**src/rtl/seg_display_arbiter_if.sv**
```systemverilog
// Display-share bus: requester levels and patterns in, the granted pattern and arbitration status out.
// The arbiter connects through the slave modport and the pattern generators or bench through the master modport.
interface seg_display_arbiter_if #(
    parameter int NREQ  = 4,
    parameter int SEG_W = 8
);
    localparam int OW = (NREQ > 1) ? $clog2(NREQ) : 1;

    logic [NREQ-1:0]       req;
    logic [NREQ*SEG_W-1:0] seg_in;
    logic [SEG_W-1:0]      SEG;
    logic [NREQ-1:0]       grant;
    logic [OW-1:0]         owner;
    logic                  busy;

    modport master (output req, seg_in, input SEG, grant, owner, busy);
    modport slave  (input req, seg_in, output SEG, grant, owner, busy);
endinterface

```
**src/rtl/seg_display_arbiter.sv**
```systemverilog
// Round-robin owner of the 7-segment display: DWELL cycles per turn under contention, one blank cycle between owners.
// One cycle from req to grant and from seg_in to SEG. Requesters hold req as a level; there is no backpressure.
module seg_display_arbiter #(
    parameter int NREQ  = 4,
    parameter int SEG_W = 8,
    parameter int DWELL = 8
) (
    input  logic                 clk_2,
    input  logic                 rst_n,
    seg_display_arbiter_if.slave bus
);
    localparam int OW = (NREQ > 1) ? $clog2(NREQ) : 1;
    localparam int CW = (DWELL > 1) ? $clog2(DWELL) : 1;

    typedef enum logic [1:0] {ST_IDLE, ST_SHOW, ST_GAP} state_t;

    state_t           r_state, w_state_nxt;
    logic [OW-1:0]    r_owner, w_owner_nxt, w_pick;
    logic [CW-1:0]    r_cnt, w_cnt_nxt;
    logic [SEG_W-1:0] r_seg, w_seg_nxt;
    logic [NREQ-1:0]  r_grant, w_grant_nxt;
    logic             r_busy;
    logic [NREQ-1:0]  w_owner_oh, w_others;

    assign w_owner_oh = {{(NREQ-1){1'b0}}, 1'b1} << r_owner;
    assign w_others   = bus.req & ~w_owner_oh;

    // Scan downwards so the nearest requester after r_owner is the last to overwrite w_pick.
    always_comb begin
        w_pick = r_owner;
        for (int i = NREQ; i >= 1; i--) begin
            if (bus.req[(int'(r_owner) + i) % NREQ]) begin
                w_pick = OW'((int'(r_owner) + i) % NREQ);
            end
        end
    end

    always_comb begin
        w_state_nxt = r_state;
        w_owner_nxt = r_owner;
        w_cnt_nxt   = r_cnt;
        case (r_state)
            ST_SHOW: begin
                if (r_cnt != '0) begin
                    w_cnt_nxt = r_cnt - 1'b1;
                end
                if (!bus.req[r_owner]) begin
                    w_state_nxt = (|w_others) ? ST_GAP : ST_IDLE;
                end else if (r_cnt == '0) begin
                    if (|w_others) begin
                        w_state_nxt = ST_GAP;
                    end else begin
                        w_cnt_nxt = CW'(DWELL - 1);
                    end
                end
            end
            default: begin
                if (|bus.req) begin
                    w_state_nxt = ST_SHOW;
                    w_owner_nxt = w_pick;
                    w_cnt_nxt   = CW'(DWELL - 1);
                end else begin
                    w_state_nxt = ST_IDLE;
                end
            end
        endcase
    end

    // Outputs are derived from the next state so every output moves on the same edge.
    always_comb begin
        w_seg_nxt   = '0;
        w_grant_nxt = '0;
        if (w_state_nxt == ST_SHOW) begin
            w_seg_nxt   = bus.seg_in[w_owner_nxt*SEG_W +: SEG_W];
            w_grant_nxt = {{(NREQ-1){1'b0}}, 1'b1} << w_owner_nxt;
        end
    end

    always_ff @(posedge clk_2 or negedge rst_n) begin
        if (!rst_n) begin
            r_state <= ST_IDLE;
            r_owner <= OW'(NREQ - 1);
            r_cnt   <= '0;
            r_seg   <= '0;
            r_grant <= '0;
            r_busy  <= 1'b0;
        end else begin
            r_state <= w_state_nxt;
            r_owner <= w_owner_nxt;
            r_cnt   <= w_cnt_nxt;
            r_seg   <= w_seg_nxt;
            r_grant <= w_grant_nxt;
            r_busy  <= (w_state_nxt == ST_SHOW);
        end
    end

    assign bus.SEG   = r_seg;
    assign bus.grant = r_grant;
    assign bus.owner = r_owner;
    assign bus.busy  = r_busy;
endmodule
```
**src/flat_wrapper.sv**
```systemverilog
// flat-port wrapper written by rule: the top's interface ports become plain ports
module seg_display_arbiter_flat 
#(
    parameter int NREQ  = 4,
    parameter int SEG_W = 8,
    parameter int DWELL = 8
)
  (clk_2, rst_n, bus_req, bus_seg_in, bus_SEG, bus_grant, bus_owner, bus_busy);
  seg_display_arbiter_if #(.NREQ(NREQ), .SEG_W(SEG_W)) bus_i ();
  input  logic clk_2;
  input  logic rst_n;
  input wire logic [$bits(bus_i.req)-1:0] bus_req;
  input wire logic [$bits(bus_i.seg_in)-1:0] bus_seg_in;
  output wire logic [$bits(bus_i.SEG)-1:0] bus_SEG;
  output wire logic [$bits(bus_i.grant)-1:0] bus_grant;
  output wire logic [$bits(bus_i.owner)-1:0] bus_owner;
  output wire logic [$bits(bus_i.busy)-1:0] bus_busy;
  assign bus_i.req = bus_req;
  assign bus_i.seg_in = bus_seg_in;
  assign bus_SEG = bus_i.SEG;
  assign bus_grant = bus_i.grant;
  assign bus_owner = bus_i.owner;
  assign bus_busy = bus_i.busy;
  seg_display_arbiter #(.NREQ(NREQ), .SEG_W(SEG_W), .DWELL(DWELL)) u_core (.clk_2(clk_2), .rst_n(rst_n), .bus(bus_i));
endmodule
```
**config.mk**
```make
export PLATFORM = sky130hd
export DESIGN_NAME = seg_display_arbiter_flat
export DESIGN_NICKNAME = d
export VERILOG_FILES = /design/src/rtl/seg_display_arbiter_if.sv /design/src/rtl/seg_display_arbiter.sv /design/src/flat_wrapper.sv
export SDC_FILE = /design/constraint.sdc
export NUM_CORES = 1
export LEC_CHECK = 0
export CAP_MARGIN = 20
export CORE_ASPECT_RATIO = 1.5
export CORE_MARGIN = 5
export CORE_UTILIZATION = 47
export CTS_CLUSTER_DIAMETER = 60
export CTS_CLUSTER_SIZE = 12
export DETAILED_ROUTE_END_ITERATION = 10
export PLACE_DENSITY = 0.84
export SYNTH_ARGS = -nofsm -noshare
export SYNTH_HDL_FRONTEND = slang
export SYNTH_SLANG_ARGS = --single-unit
```
**constraint.sdc**
```tcl
create_clock -name clk_2 -period 4.6 [get_ports clk_2]
set_input_delay 0.92 -clock clk_2 [delete_from_list [all_inputs] [get_ports clk_2]]
set_output_delay 0.92 -clock clk_2 [all_outputs]
set_load 0.05 [all_outputs]
```
# == Word level (Yosys, flattened, before mapping) ==
# Index checks and enable logic that the tools add are counted.
# totals
ff_bits,20
input_bits,38
out_inout_bits,15
word_cells,70
# op_classes
addsub,5
n_lt_le_gt_ge,5
n_eq_ne,2
shift,3
n_mux,34
bitwise,6
reduce_logical,9
# ops
op,count
indexed part select 32 x 6 -> 8 bit,1
2-to-1 mux 2 bit,11
2-to-1 mux 3 bit,6
< comparator 3 x 4 -> 1 bit (second input constant),4
binary-select mux 1 bit (select 2 bit),5
2-to-1 mux 1 bit,10
2-to-1 mux 8 bit,1
OR reduction 2 bit,4
OR reduction 4 bit,2
left shift 1 x 2 -> 4 bit (first input constant),2
adder 2 x 1 -> 2 bit (second input constant),2
adder 2 bit (second input constant),2
AND 1 bit (first input constant),4
AND 4 bit,1
== test 2 x 1 -> 1 bit (second input constant),2
2-to-1 mux 4 bit,1
inverter 4 bit,1
zero test 3 bit,1
< comparator 2 x 3 -> 1 bit (second input constant),1
nonzero test 3 bit,1
subtractor 3 x 1 -> 3 bit (second input constant),1
nonzero test 2 bit,1

# == Depth between registers and ports, before layout ==
# Gate-level depths: netlist of run 1.
# logic_depth
ltp_word,14
ltp_mapped,13
mapped_depth_nobuf,9

# == Worst setup path after synthesis of run 1 ==
# No wires, ideal clock.
# synth_timing
path_kind,register to register
from,register u_core.r_owner[0] (netlist: u_core.bus.owner[0])
to,register u_core.r_seg[0] (netlist: u_core.bus.SEG[0])
setup_ns,0.128
arrival_time_ns,3.101
required_ns,4.472
setup_slack_ns,1.371
path_stages_with_launch,12
path_buffers,4
period_less_slack_ns,3.229
cell_sequence,dfstp_2 -> buf_6 -> clkbuf_1 -> inv_1 -> ha_1 -> clkbuf_1 -> mux4_2 -> o41ai_4 -> inv_4 -> buf_6 -> mux2i_1 -> o22ai_1
# synth_via
elab_chain_len,12
elab_cells_between_ends,36
cone_classes,add/sub (4); eq/ne (1); shift (2); mux (26); bitwise (2); reduce/logical (1)
# synth_lines
item,line,source
"start, declared",seg_display_arbiter.sv:18,"logic [OW-1:0] r_owner, w_owner_nxt, w_pick;"
"start signal, assigned",seg_display_arbiter.sv:82,r_owner <= OW'(NREQ - 1);
"start signal, assigned",seg_display_arbiter.sv:89,r_owner <= w_owner_nxt;
adder 2 x 1 -> 2 bit,"seg_display_arbiter.sv:32, seg_display_arbiter.sv:33",
binary-select mux 1 bit (select 2 bit),seg_display_arbiter.sv:32,if (bus.req[(int'(r_owner) + i) % NREQ]) begin
2-to-1 mux 1 bit (implied by the code) (2 in series),seg_display_arbiter.sv:32,
2-to-1 mux 2 bit (3 in series),seg_display_arbiter.sv:32,
2-to-1 mux 2 bit *,seg_display_arbiter.sv:32,
2-to-1 mux 2 bit *,seg_display_arbiter.sv:58,if (|bus.req) begin
2-to-1 mux 2 bit *,seg_display_arbiter.sv:42,case (r_state)
via u_core.w_owner_nxt[1],seg_display_arbiter.sv:18,
indexed part select 32 x 6 -> 8 bit *,seg_display_arbiter.sv:74,w_seg_nxt = bus.seg_in[w_owner_nxt*SEG_W +: SEG_W];
2-to-1 mux 8 bit *,seg_display_arbiter.sv:73,if (w_state_nxt == ST_SHOW) begin
via u_core.w_seg_nxt[0],seg_display_arbiter.sv:20,"logic [SEG_W-1:0] r_seg, w_seg_nxt;"
"end signal, assigned",seg_display_arbiter.sv:91,r_seg <= w_seg_nxt;
"end, declared",seg_display_arbiter.sv:20,
# The timed path passes the listed nets; every way through them passes the cells marked *. The select of a mux whose other input is x is not followed.
# A chain may end at the register's enable or synchronous reset.

# == Final worst setup path of run 1 ==
# layout_timing
from,input bus_req[3]
to,register u_core.r_seg[1] (netlist: u_core.bus.SEG[1])
# layout_via
elab_chain_len,11
elab_cells_between_ends,32
cone_classes,eq/ne (1); shift (1); mux (27); bitwise (1); reduce/logical (2)
# layout_lines
item,line,source
"start, declared",flat_wrapper.sv:12,input wire logic [$bits(bus_i.req)-1:0] bus_req;
binary-select mux 1 bit (select 2 bit),seg_display_arbiter.sv:32,
2-to-1 mux 1 bit (implied by the code) (2 in series),seg_display_arbiter.sv:32,
2-to-1 mux 2 bit (4 in series),seg_display_arbiter.sv:32,
2-to-1 mux 2 bit,seg_display_arbiter.sv:58,
2-to-1 mux 2 bit,seg_display_arbiter.sv:42,
indexed part select 32 x 6 -> 8 bit,seg_display_arbiter.sv:74,
2-to-1 mux 8 bit *,seg_display_arbiter.sv:73,
via u_core.w_seg_nxt[1],seg_display_arbiter.sv:20,
# Marked as above.

==> out/results.ini, run 1 <==
[sta]
fin_setup_tns_ns=0
finalMaxSlewViolations=0
final.min_clock_period_ns=3.309
setup_viol=0
finalCritPeriodShare_pct=71.94
worst_pin_slew_ns=0.8836
slew_headroom_pct=40.91
fmax_mhz=302.2
skew_ns=0.002510
hold_viol_final=0
rsz0062_at_grt=false

[synthesis]
synthAdderAreaFrac_pct=5.319
synth.top_cells.by_count=dfrtp_1, mux2i_1, nor2_1
synth.avg_cell_area_um2=10.01
ys.flop_type=dfrtp_1
synth_fp_nets=185
muxShareOfSynthArea_pct=16.40
ys_seq_elements=20
syn_inst=141
syn_area_mm2=0.001411
synth_top_area_cell=dfrtp_1
synth.most_common_cell=dfrtp_1
yosys_warnings=0
synth_edf_count=0
synth-simple-area-share_pct=15.43
synthTopCellsByArea=dfrtp_1, mux2i_1, ha_1, nor2_1, dfstp_2
synth_top_area_share_pct=31.91
synth_top_family_by_area=compound AO/OA/AOI/OAI gates
synth.distinct_cells=37
synth_compound_area_share_pct=21.10
synth_xor_area_share_pct=0
yosysSeqAreaShare_pct=35.64
synthArstFlopShare_pct=100.0

[grt]
grt_pass1_vias=1410
grt_max_degree=21
grt_pass1_wl_um=6437
grt_usage_pct=20.54
antenna_found_initial=0
grt.overflow.total=0

[power_and_ir_drop]
p_comb_share_pct=67.9
p_clk_share_pct=11.0
switching_share_pct=49.26
p_int_uw=806.5
leakage_nw=0.8739
powerDensity_mw_per_mm2=795.4
power_mw=1.589
power.switching_uw=782.9
ir_worst_vdd_uv=507.8
power_frac_seq_pct=21.1

[routing]
ant_nets=0
dr.pass1.iters=4
routed_via_density=5.727
wl_met2_um=2285
wire_per_inst_um=17.45
wl_met3_um=286
drt-met1-wl_um=1322
wirelength_um=3961
drt_iter0_markers=49
drc=0
vias=1300
dr.max_layer_used=met4

[status]
status=complete, no violations

[layout]
fin_cells=227
nNetsFinal=233
num-fill-cells=232
n_antenna_cell=0
stdcell_area_mm2=0.001998
drive_gt1_share_pct=7.979
area_growth_pct=41.58

[clocking]
numCtsBuffers=3
clockRootBuffer=clkbuf_8
cts_setup_buffers=0
tritoncts=built
cts_sinks=20
cts_buffer_depth=2
cts_resized=0
clkLatencyLatePin_ns=0.26
path_clk_slew_ns=0.08
htreeDepth=1
hold_buffers=0

[critical_path]
critPathKind=in2reg
worst-path-buf-inv=2
worstPathRequired_ns=4.76
endpoint_kind=flop
crit_path_top_delay_cell=or4_1
critPathArrivalTime_ns=3.47
crit_family=simple AND/OR/NAND/NOR gates
crit_fanout=19
cp_slowest_stage_delay_ns=0.77
crit_chain=clkdlybuf4s50_1, or4_1, nand2_8, mux2i_1, o41ai_4, inv_4, a2111oi_0, a211oi_1
start_kind=primary input
reg2reg_slack_ns=1.45

[placed_design]
placed_cells=223
dp_hpwl_um=3107
gp_congestion=0.8951
io_buffers=52
place_area_mm2=0.001927

[hold_path]
hp-class=reg2reg

[floorplanning]
die_height_um=77.12
core_region_area_mm2=0.002913
die_area_mm2=0.004221
ios=53
rows=24
start_util_pct=48.45
die_w_um=54.74

[run]
drv_cap=0

[cells in the final DEF, fill, tap and decap left out, types with 5 or more instances in the layout]
| cell type | count |
|---|---|
| a211oi_1 | 5 |
| nand3_1 | 5 |
| inv_1 | 7 |
| nand2_1 | 5 |
| clkdlybuf4s50_1 | 52 |
| nor2b_1 | 5 |
| ha_1 | 6 |
| o21ai_0 | 6 |
| dfrtp_1 | 18 |
| nor2_1 | 16 |
| mux2i_1 | 16 |
[sequential cells by signal, indices dropped and copies added, names as in the netlist]
register	flops
u_core.bus.owner	2
u_core.bus.busy	1
u_core.r_state	2
u_core.r_cnt	3
u_core.bus.SEG	8
u_core.bus.grant	4
[kinds of logic after synthesis]
kind of cell | after synthesis
muxes | 20
DFF | 20
buffers and inverters | 17
AOI/OAI and AO/OA | 36
adders and majority gates | 6
and+or+nand+nor | 42
[worst paths after layout]
path / startpoint / endpoint / cells after the start
max: bus_req[3] / u_core.bus.SEG[1] / 8
min: u_core.r_cnt[2] / u_core.r_cnt[2] / 1
max reg2reg: u_core.bus.owner[0] / u_core.bus.SEG[1] / 7
min reg2reg: u_core.r_cnt[2] / u_core.r_cnt[2] / 1
max in group asynchronous: rst_n / u_core.r_cnt[0] / 1
min in group asynchronous: rst_n / u_core.bus.SEG[3] / 1
[per-stage QoR]
step	util, %	hold WS (ns)	setup slack (ns)
after floorplan	-	0.4911	1.371
final	68.60	0.5461	1.291
after detailed placement	66.15	0.5283	1.049
after CTS	68.60	0.5453	1.305
after global routing	68.60	0.5583	1.135
after global placement	66.15	0.5114	1.176
[power groups by stage]
stage	Sequential [mW]	Clock, mW	Combinational [mW]
2_1_floorplan	0.501	0	0.665
3_3_place_gp	0.333	0	1.04
3_5_place_dp	0.340	0	1.07
4_1_cts	0.338	0.177	1.08
5_1_grt	0.347	0.185	1.16
6_report	0.336	0.175	1.08
[per-layer routing]
| layer | global-route usage, % | vias to the layer above |
|---|---|---|
| li1 | - | 610 |
| met1 | 21.20 | 624 |
| met2 | 36.85 | 58 |
| met3 | 6.783 | 8 |
| met4 | 5.985 | 0 |
| met5 | 0 | - |
[area by class of cell]
cell class | count | area [um2] | share of cell area [%]
Timing Repair Buffer | 52 | 520.5 | 26.05
Tap cell | 39 | 48.80 | 2.442
Multi-Input combinational cell | 104 | 822.0 | 41.14
Clock inverter | 1 | 30.03 | 1.503
Sequential cell | 20 | 503.0 | 25.17
Inverter | 8 | 32.53 | 1.628
Clock buffer | 3 | 41.29 | 2.066
Note: power is estimated with default switching activity, not from simulation.
==> run 2: changes to the inputs <==
--- a/config.mk
+++ b/config.mk
@@ -8,11 +8,11 @@
 export CAP_MARGIN = 20
 export CORE_ASPECT_RATIO = 1.5
 export CORE_MARGIN = 5
-export CORE_UTILIZATION = 47
+export CORE_UTILIZATION = 44
 export CTS_CLUSTER_DIAMETER = 60
 export CTS_CLUSTER_SIZE = 12
 export DETAILED_ROUTE_END_ITERATION = 10
-export PLACE_DENSITY = 0.84
+export PLACE_DENSITY = 0.8
 export SYNTH_ARGS = -nofsm -noshare
 export SYNTH_HDL_FRONTEND = slang
 export SYNTH_SLANG_ARGS = --single-unit
==> constraint.sdc (replaced) <==
create_clock -name clk_2 -period 3.1 [get_ports clk_2]
set_input_delay 0.62 -clock clk_2 [delete_from_list [all_inputs] [get_ports clk_2]]
set_output_delay 0.62 -clock clk_2 [all_outputs]
set_load 0.05 [all_outputs]
==> out/results.ini, run 2 (same netlist as run 1, synthesis figures left out) <==
[status]
status=complete, no violations

[critical_path]
worstRegToRegCells=9  ; +2
critPathKind=reg2reg
reg2reg_slack_ns=0.26  ; -1.19 ns
start_kind=flop
r2r-start=u_core.bus.owner[1]
r2r_end=u_core.bus.SEG[2]
worstPathRequired_ns=3.23  ; -1.53 ns
critPathArrivalTime_ns=2.97  ; -0.50 ns
crit_fanout=11  ; -8
endpoint_kind=flop

[sta]
worst_pin_slew_ns=0.8281  ; -0.05552 ns
finalMaxSlewViolations=0  ; unchanged
skew_ns=0.004315  ; +0.001805 ns
setup_viol=0  ; unchanged
rsz0062_at_grt=false
slew_headroom_pct=44.62  ; +3.7 points
final.min_clock_period_ns=2.843
finalCritPeriodShare_pct=91.71
fmax_mhz=351.7
fin_setup_tns_ns=0  ; unchanged
fin_ws_ns=0.2571  ; -1.034 ns
hold_viol_final=0  ; unchanged

[grt]
antenna_found_initial=0  ; unchanged
grt_pass1_wl_um=6279  ; -2.5%
grt_usage_pct=17.94  ; -2.6 points
grt_pass1_vias=1393  ; -1.2%
grt.overflow.total=0  ; unchanged
grt_max_degree=21  ; unchanged

[hold_path]
hp-class=reg2reg
hold_path_depth=1  ; unchanged
hp-start=u_core.r_cnt[2]
whs_endpoint=u_core.r_cnt[2]

[layout]
final_common_cell=clkdlybuf4s50_1
num-fill-cells=244  ; +5.2%
mostFrequentLayoutCells=clkdlybuf4s50_1, dfrtp_1, nor2_1, mux2i_1, buf_4
nNetsFinal=241  ; +3.4%
largest_reg_flops=8  ; unchanged
multi_input_area_um2=822.0  ; unchanged
ff_latch_area_um2=503.0  ; unchanged
stdcell_area_mm2=0.002059  ; +3.1%
area_growth_pct=45.92
drive_gt1_share_pct=11.73  ; +3.8 points
n_antenna_cell=0  ; unchanged
fin_cells=236  ; +4.0%

[floorplanning]
rows=25  ; +4.2%
die_height_um=79.37  ; +2.9%
ios=53  ; unchanged
start_util_pct=45.12  ; -3.3 points
die_w_um=56.24  ; +2.7%
die_area_mm2=0.004463  ; +5.7%
core_region_area_mm2=0.003128  ; +7.4%

[power_and_ir_drop]
p_int_mw=1.231  ; +53%
powerDensity_mw_per_mm2=1163  ; +46%
p_comb_share_pct=69.8  ; +1.9 points
ir_worst_vdd_uv=685.1  ; +35%
power_frac_seq_pct=19.2  ; -1.9 points
switching_share_pct=48.61  ; -0.65 points
p_clk_share_pct=11.0  ; about the same
power.switching_mw=1.164  ; +49%
power_mw=2.395  ; +51%
leakage_nw=0.9120  ; +4.4%

[placed_design]
dp_hpwl_um=3042  ; -2.1%
pre_cts_ws_ns=0.02247  ; -1.027 ns
place_area_mm2=0.001988  ; +3.2%
placed_cells=232  ; +4.0%
io_buffers=52  ; unchanged
gp_congestion=0.8787  ; -1.8%

[clocking]
numCtsBuffers=3  ; unchanged
cts_buffer_depth=2  ; unchanged
tritoncts=built
cts_setup_buffers=0  ; unchanged
cts_resized=0  ; unchanged
htreeDepth=1  ; unchanged
clockRootBuffer=clkbuf_8
hold_buffers=0  ; unchanged
clkLatencyLatePin_ns=0.27  ; about the same
path_clk_slew_ns=0.08  ; about the same
cts_sinks=20  ; unchanged

[routing]
routed_via_density=5.597  ; -2.3%
wirelength_um=3810  ; -3.8%
drc=0  ; unchanged
vias=1321  ; +1.6%
wire_per_inst_um=16.14  ; -7.5%
ant_nets=0  ; unchanged
dr.pass1.iters=4  ; unchanged
drt_iter0_markers=29  ; -41%

[run]
drv_cap=0  ; unchanged

==> run 2: cell count changes in the layout (fill, tap and decap cells not counted), sizes merged <==
cell	change
buf	+8
==> run 2: per-stage QoR <==
stage	hold slack, ns	utilization [%]
detailed placement	0.5193	63.56
floorplan	0.3244	-
finish	0.5347	65.84
global route	0.5628	65.84
CTS	0.5364	65.84
global placement	0.5089	63.56
==> run 2: worst max-delay path, stage by stage (launching register included) <==
cell and delay, ns:
dfstp_2 0.67, inv_1 0.13, ha_1 0.33, buf_4 0.16, mux2_2 0.36, a21oi_4 0.21
a2bb2oi_1 0.23, nor2_1 0.05, a2111oi_0 0.47, a211oi_1 0.09
==> run 2: final cells by class <==
class / count / area share, %
multi-input cells: 104 / 39.91
flip-flops and latches: 20 / 24.42
repair buffers: 60 / 28.19
clock buffers: 3 / 2.005
well taps: 40 / 2.430
inverters: 8 / 1.580
clock inverters: 1 / 1.458
==> run 2: power by group through the flow <==
| stage | Combinational, mW | Clock [mW] | Sequential [mW] |
|---|---|---|---|
| 6_report | 1.67 | 0.264 | 0.460 |
| 5_1_grt | 1.81 | 0.277 | 0.473 |
| 4_1_cts | 1.68 | 0.268 | 0.461 |
| 3_5_place_dp | 1.67 | 0 | 0.463 |
| 3_3_place_gp | 1.62 | 0 | 0.462 |
| 2_1_floorplan | 0.992 | 0 | 0.743 |
==> run 2: worst max path at each step <==
stage | slack (ns) | startpoint | endpoint
3_5_place_dp | 0.02 | bus_req[2] | u_core.bus.SEG[6]
5_1_grt | 0.11 | bus_req[2] | u_core.bus.SEG[7]
2_1_floorplan | 0.09 | u_core.bus.owner[0] | u_core.bus.SEG[0]
3_3_place_gp | 0.12 | bus_req[2] | u_core.bus.SEG[2]
4_1_cts | 0.25 | u_core.bus.owner[1] | u_core.bus.SEG[2]
6_report | 0.26 | u_core.bus.owner[1] | u_core.bus.SEG[2]
==> run 2: metal layers <==
metal	up-vias	GRT usage, %	share of wire, %
met5	-	0	0
met4	0	9.501	2.4
met2	69	33.26	53
met1	617	18.35	37
li1	626	-	-
met3	9	4.065	6.9
